File: src/rtl/vrf_wb_unit_pkg.sv
// Shared vector-unit types and defaults for the VRF write-back path.
package vrf_wb_unit_pkg;

    localparam int VLEN_DEF       = 16384;
    localparam int DATA_WIDTH_DEF = 64;
    localparam int ADDR_WIDTH_DEF = 5;
    localparam int OFF_WIDTH_DEF  = $clog2(VLEN_DEF / DATA_WIDTH_DEF);

    // One buffered result beat; 'last' carries the instruction's end marker.
    typedef struct packed {
        logic [DATA_WIDTH_DEF-1:0]   data;
        logic [DATA_WIDTH_DEF/8-1:0] be;
        logic [ADDR_WIDTH_DEF-1:0]   addr;
        logic [OFF_WIDTH_DEF-1:0]    off;
        logic                        last;
    } wb_beat_t;

    typedef enum logic {
        TRK_IDLE = 1'b0,
        TRK_OPEN = 1'b1
    } trk_state_e;

endpackage

File: src/rtl/vrf_wb_unit_wb_fifo.sv
// Synchronous circular FIFO; exposes its storage and per-slot valid mask
// so the parent can run a hazard compare over every pending entry.
module wb_fifo
    import vrf_wb_unit_pkg::*;
#(
    parameter int  DEPTH   = 4,
    parameter type entry_t = wb_beat_t
) (
    input  logic                 clk,
    input  logic                 rst_n,
    input  logic                 push_i,
    input  logic                 pop_i,
    input  entry_t               din_i,
    output entry_t               dout_o,
    output logic                 full_o,
    output logic                 empty_o,
    output entry_t [DEPTH-1:0]   entries_o,
    output logic   [DEPTH-1:0]   vld_o
);

    localparam int PW = $clog2(DEPTH);

    logic   [PW-1:0]    wptr_q, rptr_q;
    logic   [PW:0]      cnt_q;
    entry_t [DEPTH-1:0] mem_q;
    logic               push_ok, pop_ok;
    logic   [PW-1:0]    rel;

    assign full_o    = (cnt_q == (PW+1)'(DEPTH));
    assign empty_o   = (cnt_q == '0);
    assign push_ok   = push_i & ~full_o;
    assign pop_ok    = pop_i & ~empty_o;
    assign dout_o    = mem_q[rptr_q];
    assign entries_o = mem_q;

    // Pointer and occupancy bookkeeping; pointers wrap naturally at DEPTH.
    always_ff @(posedge clk) begin
        if (!rst_n) begin
            wptr_q <= '0;
            rptr_q <= '0;
            cnt_q  <= '0;
        end else begin
            if (push_ok) wptr_q <= wptr_q + 1'b1;
            if (pop_ok)  rptr_q <= rptr_q + 1'b1;
            case ({push_ok, pop_ok})
                2'b10:   cnt_q <= cnt_q + 1'b1;
                2'b01:   cnt_q <= cnt_q - 1'b1;
                default: cnt_q <= cnt_q;
            endcase
        end
    end

    // Storage is deliberately left out of reset; validity comes from the pointers.
    always_ff @(posedge clk) begin
        if (push_ok) mem_q[wptr_q] <= din_i;
    end

    // A slot is live when its distance from the read pointer is below occupancy.
    always_comb begin
        vld_o = '0;
        rel   = '0;
        for (int i = 0; i < DEPTH; i++) begin
            rel      = PW'(i) - rptr_q;
            vld_o[i] = ({1'b0, rel} < cnt_q);
        end
    end

endmodule

File: src/rtl/vrf_wb_unit.sv
// VRF write-back unit: buffers result beats, drains them to the VRF,
// tracks instruction framing and answers register hazard queries.
module vrf_wb_unit
    import vrf_wb_unit_pkg::*;
#(
    parameter int VLEN       = VLEN_DEF,
    parameter int DATA_WIDTH = DATA_WIDTH_DEF,
    parameter int ADDR_WIDTH = ADDR_WIDTH_DEF,
    parameter int OFF_WIDTH  = $clog2(VLEN / DATA_WIDTH),
    parameter int DEPTH      = 4
) (
    input  logic                    clk,
    input  logic                    rst_n,
    input  logic                    in_valid,
    output logic                    in_ready,
    input  logic [DATA_WIDTH-1:0]   in_data,
    input  logic [DATA_WIDTH/8-1:0] in_be,
    input  logic [ADDR_WIDTH-1:0]   in_addr,
    input  logic [OFF_WIDTH-1:0]    in_off,
    input  logic                    in_start,
    input  logic                    in_end,
    output logic                    wr_en,
    input  logic                    wr_ack,
    output logic [ADDR_WIDTH-1:0]   wr_addr,
    output logic [OFF_WIDTH-1:0]    wr_off,
    output logic [DATA_WIDTH-1:0]   wr_data,
    output logic [DATA_WIDTH/8-1:0] wr_be,
    input  logic [ADDR_WIDTH-1:0]   chk_addr,
    output logic                    chk_hit,
    output logic                    busy,
    output logic                    done,
    output logic                    err
);

    wb_beat_t               in_beat, head;
    wb_beat_t [DEPTH-1:0]   entries;
    logic     [DEPTH-1:0]   ent_vld;
    logic                   full, empty, push, pop;
    trk_state_e             state_q, state_d;
    logic                   err_q, err_d, done_q;

    assign in_beat = '{data: in_data, be: in_be, addr: in_addr, off: in_off, last: in_end};

    wb_fifo #(.DEPTH(DEPTH), .entry_t(wb_beat_t)) u_fifo (
        .clk       (clk),
        .rst_n     (rst_n),
        .push_i    (push),
        .pop_i     (pop),
        .din_i     (in_beat),
        .dout_o    (head),
        .full_o    (full),
        .empty_o   (empty),
        .entries_o (entries),
        .vld_o     (ent_vld)
    );

    assign in_ready = ~full;
    assign push     = in_valid & in_ready;
    assign wr_en    = ~empty;
    assign pop      = wr_en & wr_ack;
    assign wr_addr  = head.addr;
    assign wr_off   = head.off;
    assign wr_data  = head.data;
    assign wr_be    = head.be;
    assign busy     = (state_q == TRK_OPEN) | ~empty;
    assign done     = done_q;
    assign err      = err_q;

    // Tracker, sticky error and done pulse registers.
    always_ff @(posedge clk) begin
        if (!rst_n) begin
            state_q <= TRK_IDLE;
            err_q   <= 1'b0;
            done_q  <= 1'b0;
        end else begin
            state_q <= state_d;
            err_q   <= err_d;
            done_q  <= pop & head.last;
        end
    end

    // Framing checks on every accepted beat; a bad beat is flagged but still buffered.
    always_comb begin
        state_d = state_q;
        err_d   = err_q;
        if (push) begin
            case (state_q)
                TRK_IDLE: begin
                    if (!in_start)          err_d   = 1'b1;
                    if (in_start && !in_end) state_d = TRK_OPEN;
                end
                TRK_OPEN: begin
                    if (in_start) err_d   = 1'b1;
                    if (in_end)   state_d = TRK_IDLE;
                end
                default: state_d = TRK_IDLE;
            endcase
        end
    end

    // Hazard hit on any live entry or on the beat entering this cycle.
    always_comb begin
        chk_hit = push && (in_addr == chk_addr);
        for (int i = 0; i < DEPTH; i++) begin
            if (ent_vld[i] && (entries[i].addr == chk_addr)) chk_hit = 1'b1;
        end
    end

endmodule

File: config.mk
export PLATFORM = sky130hd
export DESIGN_NAME = vrf_wb_unit
export DESIGN_NICKNAME = d
export VERILOG_FILES = /design/src/rtl/vrf_wb_unit_pkg.sv /design/src/rtl/vrf_wb_unit_wb_fifo.sv /design/src/rtl/vrf_wb_unit.sv
export SDC_FILE = /design/constraint.sdc
export NUM_CORES = 1
export LEC_CHECK = 0
export BUFFER_PORTS_ARGS = -buffer_cell sky130_fd_sc_hd__buf_4
export CORE_MARGIN = 2
export CORE_UTILIZATION = 31
export CTS_CLUSTER_SIZE = 8
export DETAILED_ROUTE_END_ITERATION = 10
export PLACE_DENSITY_LB_ADDON = 0.1
export SETUP_SLACK_MARGIN = 0.4
export SKIP_CTS_REPAIR_TIMING = 1
export SLEW_MARGIN = 20
export SYNTH_ARGS = -nofsm -noshare
export SYNTH_HDL_FRONTEND = slang
export SYNTH_SLANG_ARGS = --single-unit
File: constraint.sdc
create_clock -name clk -period 6.39 [get_ports clk]
set_input_delay 0.9585 -clock clk [delete_from_list [all_inputs] [get_ports clk]]
set_output_delay 0.9585 -clock clk [all_outputs]
set_load 0.02 [all_outputs]
==> impl_metrics.yaml <==
run_status:
  status: "finished clean"
timing:
  hold_slack_ns: 0.515
  finalSetupViolCount: 0
  clock_skew_ns: 0.0200
  rsz0062_at_grt: "no"
  fin_crit_sh: 0.606
  report.final.slew_viol_count: 0
  slew_headroom: 0.347
  fin_tns_setup_ns: 0
  fmax_mhz: 258
  period_needed_ns: 3.87
  worstMarginPinSlew_ns: 0.980
  finalHoldViolations: 0
  layout_setup_ws_ns: 2.52
finish:
  stdcell_area_sq_um: 16800
  layout_commonest_cell: "edfxtp_1"
  layout-drive-gt1-share: 0.433
  area_growth_pct: 25.7
  antenna_cells: 0
  layout.nets: 888
  fill_cells: 3818
  final_cell_mix: "edfxtp_1 (344), buf_4 (191), mux4_2 (86)"
floorplanning:
  core_region_area_sq_um: 42200
  die_x_microns: 211
  die_height_microns: 211
  ios: 187
  die_area_sq_um: 44700
  initial_core_util: 0.316
  rows: 75
clock_network:
  cts_buffer_depth: 3
  cts_tree: "done"
  clk_pin_slew_ns: 0.05
  htreeDepth: 2
  cts_buffers: 50
  cts.sinks: 354
  cts_root_buf: "clkbuf_16"
  clock_latency_ns: 0.57
routing:
  ant_nets: 0
  num_vias: 6291
  avgRoutedWirePerCell_microns: 21.7
  drcViolationCount: 0
  drt-initial-drc-count: 378
  routed_wl_microns: 29100
  vias_per_cell: 4.68
  dr.pass1.iters: 4
flow_run:
  maxCapViolations: 0
synth:
  seq_area_frac_synth: 0.789
  ys_ff_latch: 354
  synth.avg_cell_area_sq_um: 23.6
  netlist_area_sq_um: 13300
  ys.warnings.count: 0
  syn_nets: 670
  yosysUniqueCellTypes: 35
  syn_inst: 564
grt:
  antenna_found_initial: 0
  grt_max_degree: 54
  grt_pass1_vias: 7093
  grt_usage: 0.133
  grt_overflow_total: 0
  grt_pass1_wl_microns: 43800
power:
  cellPowerDensity_nw_per_um2: 426
  leakage_nw: 5.58
  irDropWorstVdd_v: 0.000194
placed_design:
  routabilityCongestion: 0.716
  hpwl_microns: 16800
  placed_area_sq_um: 15300
  io_buffers: 186
  pre_cts_ws_ns: 3.02
setup_path:
  crit_type: "reg2out"
  required_ns: 5.43
  end_kind: "output pin"
  arrival_ns: 2.91
  worstPathMaxFanout: 46
  startpoint_type: "flip-flop"
worst_hold_path:
  holdCritPathClass: "reg2reg"
## synthesized netlist by cell type, drive strengths merged
cell type	count	share of area
or2	1	0.00047
or3	2	0.0013
ha	9	0.0084
nand4	4	0.0019
clkinv	1	0.00028
and2	2	0.0011
xnor2	17	0.011
nand3	2	0.0011
nand2	4	0.0013
a221oi	1	0.00066
a211oi	2	0.0011
o21ai	2	0.00075
a2111oi	2	0.0013
o21a	1	0.00056
mux4	86	0.15
clkbuf	7	0.0020
and3	5	0.0023
nor3	2	0.00075
inv	9	0.0025
edfxtp	344	0.77
a21oi	7	0.0026
buf	19	0.0090
fa	1	0.0015
nor2	7	0.0022
and2b	1	0.00056
xor2	15	0.0099
dfxtp	10	0.015
nor4	1	0.00047
## power breakdown
part	switching [mW]	internal (mW)
Sequential	0.162	2.81
Combinational	0.932	0.842
Clock	0.900	1.49
## per-layer routing
metal | GRT usage | part of all wire | vias up
met3 | 0.0412 | 0.058 | 47
met2 | 0.227 | 0.52 | 161
met4 | 0.0415 | 0.019 | 0
li1 | - | - | 2781
met5 | 0 | 0 | -
met1 | 0.161 | 0.41 | 3302
## worst paths after layout
path	from	to	slack, ns	cells after the start
max	u_fifo.rptr_q[0]	chk_hit	2.52	8
min	err	err	0.52	2
max reg2reg	u_fifo.cnt_q[0]	u_fifo.entries_o[218]	3.84	4
min reg2reg	err	err	0.52	2
## flip-flops by register name (all words and copies together) (netlist names)
register and flops:
done 1, err 1, state_q 1, u_fifo.cnt_q 3, u_fifo.entries_o 344, u_fifo.rptr_q 2, u_fifo.wptr_q 2
## cells by family after synthesis
kind of cell               synth area share
adders and majority gates           0.00994
muxes                                 0.145
AOI/OAI and AO/OA                   0.00704
buffers and inverters                0.0138
xor gates and xnor gates             0.0210
and+or+nand+nor                      0.0135
DFF                                   0.789
## cell type report
| class | instances | area [sq um] | share of cell area |
|---|---|---|---|
| clock buffer | 73 | 1410 | 0.0842 |
| clock inverter | 1 | 5.00 | 0.000299 |
| multi-input combinational | 174 | 2640 | 0.158 |
| tap | 539 | 674 | 0.0402 |
| sequential | 354 | 10500 | 0.629 |
| timing repair buffer | 192 | 1450 | 0.0867 |
| inverter | 10 | 37.5 | 0.00224 |
## critical path: stages, from the launching register on
cell and delay [ns]:
dfxtp_4 0.99, xnor2_1 0.25, inv_2 0.05, ha_1 0.17, and2b_1 0.15, a2111oi_0 0.41
a21oi_1 0.08, nand4_1 0.09, buf_4 0.14
## stage by stage
step | util | power [mW] | std cells
4_1_cts | 0.397 | 7.30 | 1343
3_5_place_dp | 0.363 | 4.85 | 1269
3_3_place_gp | 0.363 | 4.83 | 1269
5_1_grt | 0.397 | 7.48 | 1343
6_report | 0.397 | 7.14 | 1343
2_1_floorplan | - | 4.12 | 564
(Power assumes the default switching activity.)
